### src/rtl/arb_pkg.sv
// Shared types for the unified-memory port arbiter: FSM states, access-size
// codes and the port-owner encoding used to steer the memory address mux.
package arb_pkg;

    typedef enum logic [1:0] {
        IDLE    = 2'd0,
        BUSY_IF = 2'd1,
        BUSY_DM = 2'd2,
        ERR_DM  = 2'd3
    } state_t;

    localparam logic [1:0] SZ_BYTE = 2'b00;
    localparam logic [1:0] SZ_HALF = 2'b01;
    localparam logic [1:0] SZ_WORD = 2'b10;

    typedef enum logic {
        OWN_IF = 1'b0,
        OWN_DM = 1'b1
    } owner_t;

endpackage

### src/rtl/mem_lane_align.sv
// Byte-lane steering between the CPU data port and the 32-bit memory word:
// store replication / byte enables / misalignment check, and load extraction.
module mem_lane_align
    import arb_pkg::*;
(
    input  logic [1:0]  st_size,
    input  logic [1:0]  st_addr_lo,
    input  logic [31:0] st_wdata,
    output logic [3:0]  st_be,
    output logic [31:0] st_wdata_rep,
    output logic        misaligned,
    input  logic [1:0]  ld_size,
    input  logic        ld_unsigned,
    input  logic [1:0]  ld_addr_lo,
    input  logic [31:0] ld_word,
    output logic [31:0] ld_data
);

    logic [7:0]  byte_s;
    logic [15:0] half_s;

    // Store side: size code 11 falls into the word branch.
    always_comb begin
        st_be        = 4'b1111;
        st_wdata_rep = st_wdata;
        misaligned   = 1'b0;
        case (st_size)
            SZ_BYTE: begin
                st_be        = 4'b0001 << st_addr_lo;
                st_wdata_rep = {4{st_wdata[7:0]}};
            end
            SZ_HALF: begin
                st_be        = 4'b0011 << {st_addr_lo[1], 1'b0};
                st_wdata_rep = {2{st_wdata[15:0]}};
                misaligned   = st_addr_lo[0];
            end
            default: begin
                st_be        = 4'b1111;
                st_wdata_rep = st_wdata;
                misaligned   = (st_addr_lo != 2'b00);
            end
        endcase
    end

    // Load side: pick the addressed lane, then sign- or zero-extend.
    always_comb begin
        byte_s = ld_word[{ld_addr_lo, 3'b000} +: 8];
        half_s = ld_addr_lo[1] ? ld_word[31:16] : ld_word[15:0];
        case (ld_size)
            SZ_BYTE: ld_data = {{24{~ld_unsigned & byte_s[7]}}, byte_s};
            SZ_HALF: ld_data = {{16{~ld_unsigned & half_s[15]}}, half_s};
            default: ld_data = ld_word;
        endcase
    end

endmodule

### src/rtl/mem_port_arbiter.sv
// Shares one synchronous-read memory between the IF and DM ports, DM first.
// Optional macro ARB_STARVE_GUARD_EN bounds consecutive DM grants while IF waits.
module mem_port_arbiter
    import arb_pkg::*;
#(
    parameter int ADDR_W        = 32,
    parameter int MAX_DM_STREAK = 4
)(
    input  logic              clk,
    input  logic              rst,
    input  logic              if_req,
    input  logic [ADDR_W-1:0] if_addr,
    output logic [31:0]       if_rdata,
    output logic              if_ready,
    input  logic              dm_req,
    input  logic              dm_we,
    input  logic [1:0]        dm_size,
    input  logic              dm_unsigned,
    input  logic [ADDR_W-1:0] dm_addr,
    input  logic [31:0]       dm_wdata,
    output logic [31:0]       dm_rdata,
    output logic              dm_ready,
    output logic              dm_misaligned,
    output logic              mem_en,
    output logic [3:0]        mem_be,
    output logic [ADDR_W-3:0] mem_addr,
    output logic [31:0]       mem_wdata,
    input  logic [31:0]       mem_rdata
);

    state_t      state_r;
    logic        dm_we_r;
    logic [1:0]  dm_size_r;
    logic        dm_unsigned_r;
    logic [1:0]  dm_addr_lo_r;

    logic        starve_s;
    logic        grant_dm_s;
    logic        grant_if_s;
    owner_t      owner_s;
    logic [3:0]  be_s;
    logic [31:0] wdata_rep_s;
    logic        mis_s;
    logic [31:0] ld_data_s;
    logic        unused_s;

    assign unused_s = ^if_addr[1:0];

`ifdef ARB_STARVE_GUARD_EN
    localparam int STREAK_W = $clog2(MAX_DM_STREAK + 1);
    logic [STREAK_W-1:0] streak_r;

    assign starve_s = (streak_r >= STREAK_W'(MAX_DM_STREAK));

    // Counts DM grants taken while IF is waiting; any IF grant clears it.
    always_ff @(posedge clk or posedge rst) begin
        if (rst) begin
            streak_r <= '0;
        end else if (grant_if_s) begin
            streak_r <= '0;
        end else if (grant_dm_s && if_req && !starve_s) begin
            streak_r <= streak_r + STREAK_W'(1);
        end else begin
            streak_r <= streak_r;
        end
    end
`else
    assign starve_s = 1'b0;
`endif

    assign grant_dm_s = (state_r == IDLE) && dm_req && !(starve_s && if_req);
    assign grant_if_s = (state_r == IDLE) && if_req && !grant_dm_s;
    assign owner_s    = grant_dm_s ? OWN_DM : OWN_IF;

    mem_lane_align u_align (
        .st_size      (dm_size),
        .st_addr_lo   (dm_addr[1:0]),
        .st_wdata     (dm_wdata),
        .st_be        (be_s),
        .st_wdata_rep (wdata_rep_s),
        .misaligned   (mis_s),
        .ld_size      (dm_size_r),
        .ld_unsigned  (dm_unsigned_r),
        .ld_addr_lo   (dm_addr_lo_r),
        .ld_word      (mem_rdata),
        .ld_data      (ld_data_s)
    );

    // Memory strobe is issued in the grant cycle itself; misaligned DM never reaches memory.
    assign mem_en    = grant_if_s || (grant_dm_s && !mis_s);
    assign mem_addr  = (owner_s == OWN_DM) ? dm_addr[ADDR_W-1:2] : if_addr[ADDR_W-1:2];
    assign mem_be    = (grant_dm_s && dm_we && !mis_s) ? be_s : 4'b0000;
    assign mem_wdata = wdata_rep_s;

    // Arbitration FSM; load-shaping fields are captured so the ready cycle ignores input changes.
    always_ff @(posedge clk or posedge rst) begin
        if (rst) begin
            state_r       <= IDLE;
            dm_we_r       <= 1'b0;
            dm_size_r     <= SZ_WORD;
            dm_unsigned_r <= 1'b0;
            dm_addr_lo_r  <= 2'b00;
        end else begin
            case (state_r)
                IDLE: begin
                    if (grant_dm_s) begin
                        dm_we_r       <= dm_we;
                        dm_size_r     <= dm_size;
                        dm_unsigned_r <= dm_unsigned;
                        dm_addr_lo_r  <= dm_addr[1:0];
                        state_r       <= mis_s ? ERR_DM : BUSY_DM;
                    end else if (grant_if_s) begin
                        state_r <= BUSY_IF;
                    end else begin
                        state_r <= IDLE;
                    end
                end
                default: state_r <= IDLE;
            endcase
        end
    end

    // Completion outputs are decoded from the registered state.
    always_comb begin
        if_ready      = 1'b0;
        if_rdata      = 32'h0000_0000;
        dm_ready      = 1'b0;
        dm_rdata      = 32'h0000_0000;
        dm_misaligned = 1'b0;
        case (state_r)
            BUSY_IF: begin
                if_ready = 1'b1;
                if_rdata = mem_rdata;
            end
            BUSY_DM: begin
                dm_ready = 1'b1;
                dm_rdata = dm_we_r ? 32'h0000_0000 : ld_data_s;
            end
            ERR_DM: begin
                dm_ready      = 1'b1;
                dm_misaligned = 1'b1;
            end
            default: if_ready = 1'b0;
        endcase
    end

endmodule

### config.mk
export PLATFORM = sky130hd
export DESIGN_NAME = mem_port_arbiter
export DESIGN_NICKNAME = d
export VERILOG_FILES = /design/src/rtl/arb_pkg.sv /design/src/rtl/mem_lane_align.sv /design/src/rtl/mem_port_arbiter.sv
export SDC_FILE = /design/constraint.sdc
export NUM_CORES = 1
export LEC_CHECK = 0
export ABC_AREA = 1
export BUFFER_PORTS_ARGS = -buffer_cell sky130_fd_sc_hd__buf_4
export CORE_AREA = 2 2 105 107
export CTS_BUF_LIST = sky130_fd_sc_hd__clkbuf_8
export DETAILED_ROUTE_END_ITERATION = 12
export DIE_AREA = 0 0 107 109
export PLACE_DENSITY = 0.64
export SYNTH_ARGS = -nofsm -noshare
export SYNTH_HDL_FRONTEND = slang
export SYNTH_SLANG_ARGS = --single-unit
### constraint.sdc
create_clock -name clk -period 1.6 [get_ports clk]
set_input_delay 0.24 -clock clk [delete_from_list [all_inputs] [get_ports clk]]
set_output_delay 0.24 -clock clk [all_outputs]
set_load 0.02 [all_outputs]
==> impl_results.md, run 1 <==
- VDD IR max: 0.8833 mV
- Leakage: 3.392 nW
- Layout area overhead: 183.9%
- Pwr per Cell Area: 1488 nW/µm²
- Worst Setup SP: dm_addr_lo_r[1]
- Routability congestion estimate: 0.8964
- CORE AREA: 10,600 µm²
- # diodes: 0
- Reg2reg end: dm_size_r[0]
- Clock Sinks: 8
- HPWL Detailed: 9924 µm
- Worst Hold Launch: dm_unsigned
- DRT antenna net count: 0
- Overall Global Routing Usage: 25.18%
- Slew @ Worst Pin: 0.3761 ns
- Clk_skew: 0.005062 ns
- Initial antenna violation count: 0
- Clk slew on worst S/H paths: 0.04 ns
- Root Buffer: clkbuf_8
- Total wire length: 16,020 µm
- Final count of negative-setup-slack endpoints: 99
- Status: complete, but fails checks
- Initial Utilization: 22.48%
- Syn nets: 605
- Iter 0 DRT Violations: 247
- Required @ worst endpoint: 1.36 ns
- First-pass GRT wire length: 23,070 µm
- IO buf count: 267
- CP endpoint kind: output port
- Vias per Instance: 4.914
- Setup Crit Path Kind: reg -> out
- Layout cells sized above 1: 70.82%
- Rel. slew slack: 74.92%
- Nets: 908
- Number of cells on the worst reg-to-reg path: 8
- Synth Area per Inst: 5.082 µm²
- Synth Cell Area: 2384 µm²
- Ys Warns: 0
- Drt first pass iters: 4
- CTS tree: yes
- RSZ-0062 raised after global routing: true
- Hold endpoint: dm_unsigned_r
- Highest clock rate: 0.5367 GHz
- DR WL met2: 8419 µm
- Reg2reg setup slack: 0.17 ns
- Hold Path Class: in -> reg
- TritonCTS Buffers: 3
- Final min period: 1.863 ns
- Longest Clk Path Bufs: 2
- I/O pins: 270
- Synth Instances: 469
- GRT Residual Overflow: 0
- Max Cap Viol: 0
- Sequential share of the synthesized area: 8.451%
- Number of synthesized register bits: 8
- R2R Path Start: state_r[1]
- Setup TNS: -13.34 ns
- Total power draw: 0.01007 W
- Final max-slew violation count: 0
- DR WL/cell: 17.59 µm
- DR top layer: met4
- DRC violations left: 0
- Die X: 107 µm
- Hold path depth: 3
- Fill cell count: 865
- Failing checks: setup timing
- Met3 Routed Length: 1377 µm
- Die area: 11,660 µm²
- Critical Path Fanout Max: 8
- Via count: 4,477
- Yosys cell types: 26
- Hold Fails Final Rpt: 0
- Fin crit share: 116.5%
- H-Tree Depth: 1
- CP arrival: 1.62 ns
- Setup ws final: -0.2633 ns
- Chip height: 109 µm
- Site Rows: 38
- Routed metal-1 wirelength: 5509 µm
- Largest net degree at the start of global routing: 25
- Clock Latency Late Sink: 0.23 ns
- Critical path startpoint category: flip-flop
- Vias in the first global route: 4,462
-- cell usage after synthesis (all sizes together) --
| cell | n | share of area, % |
|---|---|---|
| o21ai | 63 | 13 |
| clkbuf | 11 | 1.7 |
| clkinv | 2 | 0.37 |
| dfrtp | 7 | 7.3 |
| a21oi | 60 | 16 |
| dfstp | 1 | 1.1 |
| nand2 | 168 | 27 |
| buf | 29 | 8.9 |
| nor2 | 47 | 7.8 |
| o211ai | 9 | 2.8 |
| nand3 | 16 | 4.1 |
| nand4 | 1 | 0.89 |
| inv | 55 | 8.8 |
-- where the power goes --
| part | total [W] | internal (W) | switching [W] |
|---|---|---|---|
| combinational | 0.00938 | 0.00428 | 0.00509 |
| clock | 0.000243 | 0.000166 | 0.0000770 |
| sequential | 0.000451 | 0.000311 | 0.000140 |
| total | 0.0101 | 0.00476 | 0.00531 |
-- routing by layer --
metal,vias up,global-route usage [%]
li1,2086,-
met1,2053,26.72
met3,59,5.499
met5,-,0
met4,0,10.85
met2,279,47.82
-- sequential cells by signal, indices dropped and copies added (netlist names) --
signal	flops
state_r	2
dm_we_r	1
dm_unsigned_r	1
dm_size_r	2
dm_addr_lo_r	2
-- logic make-up after synthesis --
| family | after synthesis | synth area share (%) |
|---|---|---|
| AO/OA/AOI/OAI | 132 | 31.81 |
| AND/OR/NAND/NOR | 232 | 40.00 |
| flip-flops | 8 | 8.452 |
| buffers and inverters | 97 | 19.74 |
-- worst max-delay path by stage --
stage | endpoint | slack [ns] | depth (start not counted)
after global placement | dm_rdata[4] | -0.12 | 6
after global routing | dm_rdata[31] | -0.30 | 7
after CTS | dm_rdata[11] | -0.24 | 6
final | dm_rdata[31] | -0.26 | 7
after floorplan | mem_en | -0.01 | 4
after detailed placement | dm_rdata[6] | -0.17 | 6
-- stage by stage --
| stage | setup WS [ns] | std cells | instance area (µm²) | hold slack, ns | utilization, % |
|---|---|---|---|---|---|
| after floorplan | -0.01039 | 469 | 2386 | 0.05494 | - |
| after global placement | -0.1247 | 872 | 4658 | 0.2005 | 43.93 |
| after detailed placement | -0.1702 | 872 | 4658 | 0.2088 | 43.93 |
| after CTS | -0.2416 | 910 | 6396 | 0.2289 | 60.33 |
| after global routing | -0.3040 | 911 | 6768 | 0.2503 | 63.83 |
| final | -0.2633 | 911 | 6768 | 0.2322 | 63.83 |
-- layout make-up --
| class | instances | area [µm²] | share of cell area (%) |
|---|---|---|---|
| Clock buffer | 3 | 41.29 | 0.6101 |
| Clock inverter | 1 | 3.754 | 0.05546 |
| Inverter | 57 | 241.5 | 3.568 |
| Multi-Input combinational cell | 365 | 2760 | 40.78 |
| Sequential cell | 8 | 203.9 | 3.014 |
| Tap cell | 140 | 175.2 | 2.588 |
| Timing Repair Buffer | 337 | 3342 | 49.38 |
-- cells in the final DEF (no fill, tap or decap), drive strengths merged --
master,count
a21oi,60
buf,334
bufbuf,1
clkbuf,4
clkinv,1
dfrtp,7
dfstp,1
dlygate4sd3,1
inv,57
nand2,169
nand3,16
nand4,1
nor2,47
o211ai,9
o21ai,63
-- critical path, cell delays in order, from the launching register on --
cell	delay, ns
dfrtp_2	0.46
clkinv_4	0.09
nand2_4	0.06
nand3_4	0.07
nand4_4	0.18
buf_12	0.22
a21oi_2	0.18
buf_6	0.14
-- timing repair --
item,CTS,global route
endpoints found under the setup margin,99,99
hold buffers,1,0
gates cloned,16,0
hold endpoints to repair,7,0
pin swaps,45,54
gates resized for setup,338,106
buffers inserted,18,4
Note: power is estimated with default switching activity, not from simulation.
==> run 2: changes to the inputs <==
--- a/config.mk
+++ b/config.mk
@@ -12,6 +12,7 @@
 export DETAILED_ROUTE_END_ITERATION = 12
 export DIE_AREA = 0 0 107 109
 export PLACE_DENSITY = 0.64
+export SETUP_SLACK_MARGIN = 0.1
 export SYNTH_ARGS = -nofsm -noshare
 export SYNTH_HDL_FRONTEND = slang
 export SYNTH_SLANG_ARGS = --single-unit
==> run 2 against run 1 <==
The flow still finishes with violations (setup timing). Sequential share of layout area is 0.13 points higher. First-iteration DRC count is 36% lower. Hold slack about the same. Core utilization shrank 2.3 points. Global-route usage fell by 1.6 points. Setup slack better by 0.012 ns. Critical path depth did not move. Critical path type unchanged. Largest cell class unchanged. Largest power group unchanged.
==> impl_results.md, run 2 (synthesis gave the netlist of run 1 again) <==
- Status: complete, but fails checks
- Failing checks: setup timing
- Setup ws final: -0.2517 ns (+0.01158 ns)
- Critical path startpoint category: flip-flop
- CP endpoint kind: output port
- I/O pins: 270 (unchanged)
- CP delay by family, top: buffers and inverters
- Initial Utilization: 22.48% (unchanged)
- Highest clock rate: 0.5400 GHz (+0.63%)
- Longest Clk Path Bufs: 2 (unchanged)
- Initial antenna violation count: 0 (unchanged)
- Drt first pass iters: 4 (unchanged)
- Final max-slew violation count: 0 (unchanged)
- TritonCTS Buffers: 3 (unchanged)
- DRC violations left: 0 (unchanged)
- DR WL/cell: 16.39 µm (-6.8%)
- Layout cells sized above 1: 67.45% (-3.4 points)
- Clk_skew: 0.006845 ns (+0.001783 ns)
- Commonest non-fill, non-tap cells in the layout: buf_4 (209), buf_6 (94), nand2_1 (86)
- Iter 0 DRT Violations: 157 (-36%)
- Max Cap Viol: 0 (unchanged)
- Met3 Use GR: 4.543% (-0.96 points)
- CP arrival: 1.61 ns (about the same)
- IO buf count: 267 (unchanged)
- Clk slew on worst S/H paths: 0.04 ns (about the same)
- VDD IR max: 0.7411 mV (-16%)
- HPWL Detailed: 10,250 µm (+3.3%)
- Pre-CTS WS: -0.1536 ns (+0.01656 ns)
- Vias in the first global route: 4,234 (-5.1%)
- Slew @ Worst Pin: 0.3639 ns (-0.01226 ns)
- Vias per Instance: 4.808 (-2.2%)
- Met1 usage in global routing: 25.07% (-1.6 points)
- First-pass GRT wire length: 21,530 µm (-6.7%)
- Met2 Usage GRT: 46.04% (-1.8 points)
- Clock Sinks: 8 (unchanged)
- Chip height: 109 µm (unchanged)
- Final min period: 1.852 ns (-0.01158 ns)
- CTS tree: yes
- Final count of negative-setup-slack endpoints: 99 (unchanged)
- Required @ worst endpoint: 1.36 ns (about the same)
- Hold Fails Final Rpt: 0 (unchanged)
- Root Buffer: clkbuf_8
- H-Tree Depth: 1 (unchanged)
- Layout area overhead: 173.5%
- Total wire length: 14,790 µm (-7.7%)
- Setup TNS: -17.31 ns (-3.976 ns)
- Nets: 899 (-0.99%)
- Final core occ: 61.49% (-2.3 points)
- DRT antenna net count: 0 (unchanged)
- Busiest grt layer: met2
- CP cell instances: clkinv_4 > nand2_4 > nand3_4 > nand4_4 > clkbuf_16 > a21oi_2 > buf_4
- Critical Path Fanout Max: 6 (-2)
- Largest net degree at the start of global routing: 26 (+4.0%)
- Site Rows: 38 (unchanged)
- Setup Crit Path Kind: reg -> out
- Die X: 107 µm (unchanged)
- CORE AREA: 10,600 µm² (unchanged)
- Routability congestion estimate: 0.8621 (-3.8%)
- Overall Global Routing Usage: 23.61% (-1.6 points)
- Rel. slew slack: 75.74% (+0.82 points)
- Via count: 4,337 (-3.1%)
- Largest regs: dm_addr_lo_r: 2 flops, dm_size_r: 2 flops, state_r: 2 flops
- Most common cell after layout, fill and taps aside: buf_4
- GRT Residual Overflow: 0 (unchanged)
- Pwr per Cell Area: 1461 nW/µm² (-1.8%)
- Non-filler cells in the finished layout: 902 (-0.99%)
- RSZ-0062 raised after global routing: true
- Fin crit share: 115.7% (-0.72 points)
- Total power draw: 0.009528 W (-5.4%)
- Post-placement cell count: 868 (-0.46%)
- Hold Path Class: in -> reg
- CP peak stage delay: 0.46 ns (about the same)
- Clock Latency Late Sink: 0.23 ns (about the same)
- Leakage: 3.214 nW (-5.2%)
- Critical path's slowest cell: dfrtp_2
- # diodes: 0 (unchanged)
- Count of buffer and inverter cells on the critical path: 3 (unchanged)
- Die area: 11,660 µm² (unchanged)
-- run 2: changes by cell type in the layout (fill, tap and decap cells not counted), sizes merged --
cell and delta:
buf -8, bufbuf -1, clkinv +2, inv -2
-- run 2: worst paths after layout --
| path | startpoint | endpoint | slack [ns] | depth (start not counted) |
|---|---|---|---|---|
| max | dm_addr_lo_r[1] | dm_rdata[30] | -0.25 | 7 |
| min | dm_unsigned | dm_unsigned_r | 0.23 | 3 |
| max reg2reg | state_r[1] | dm_we_r | 0.20 | 7 |
| min reg2reg | dm_addr_lo_r[0] | dm_addr_lo_r[0] | 0.54 | 2 |
| max in group asynchronous | rst | dm_size_r[1] | 0.78 | 3 |
| min in group asynchronous | rst | state_r[1] | 0.53 | 3 |
-- run 2: through the flow --
stage          hold WS [ns]  instance area (µm²)
5_1_grt              0.2596                 6520
3_5_place_dp         0.2074                 4783
2_1_floorplan       0.05494                 2549
6_report             0.2325                 6520
4_1_cts              0.2323                 6235
3_3_place_gp         0.1997                 4783
-- run 2: per-layer routing --
metal  share of wire (%)  vias to the layer above
li1                    -                     2075
met1                  34                     1987
met2                  54                      235
met3                 8.2                       40
met4                 3.9                        0
met5                   0                        -
-- run 2: cell type report --
class                      count  area (µm²)
clock buffer                   3       41.29
timing repair buffer         328        3173
sequential                     8       205.2
tap                          140       175.2
inverter                      57       244.0
multi-input combinational    365        2678
fill                         920        4083
clock inverter                 1       3.754
-- run 2: repair_timing --
item,in CTS,in global routing
cloned,12,0
pin swaps,34,25
setup endpoints to repair,99,100
buffers inserted,14,6
hold buffers,1,0
resized for setup,271,90
endpoints found under the hold margin,7,0
-- run 2: tightest hold or removal path, delay by kind of cell --
family	cells	cell delay [ns]
buffers and inverters	1	0.08
AOI/OAI and AO/OA	1	0.06
and+or+nand+nor	1	0.04
-- run 2: power breakdown --
group | switching [W] | total [W] | internal (W)
clock network | 0.0000758 | 0.000242 | 0.000166
logic | 0.00489 | 0.00883 | 0.00394
registers | 0.000142 | 0.000456 | 0.000314
total | 0.00511 | 0.00953 | 0.00442
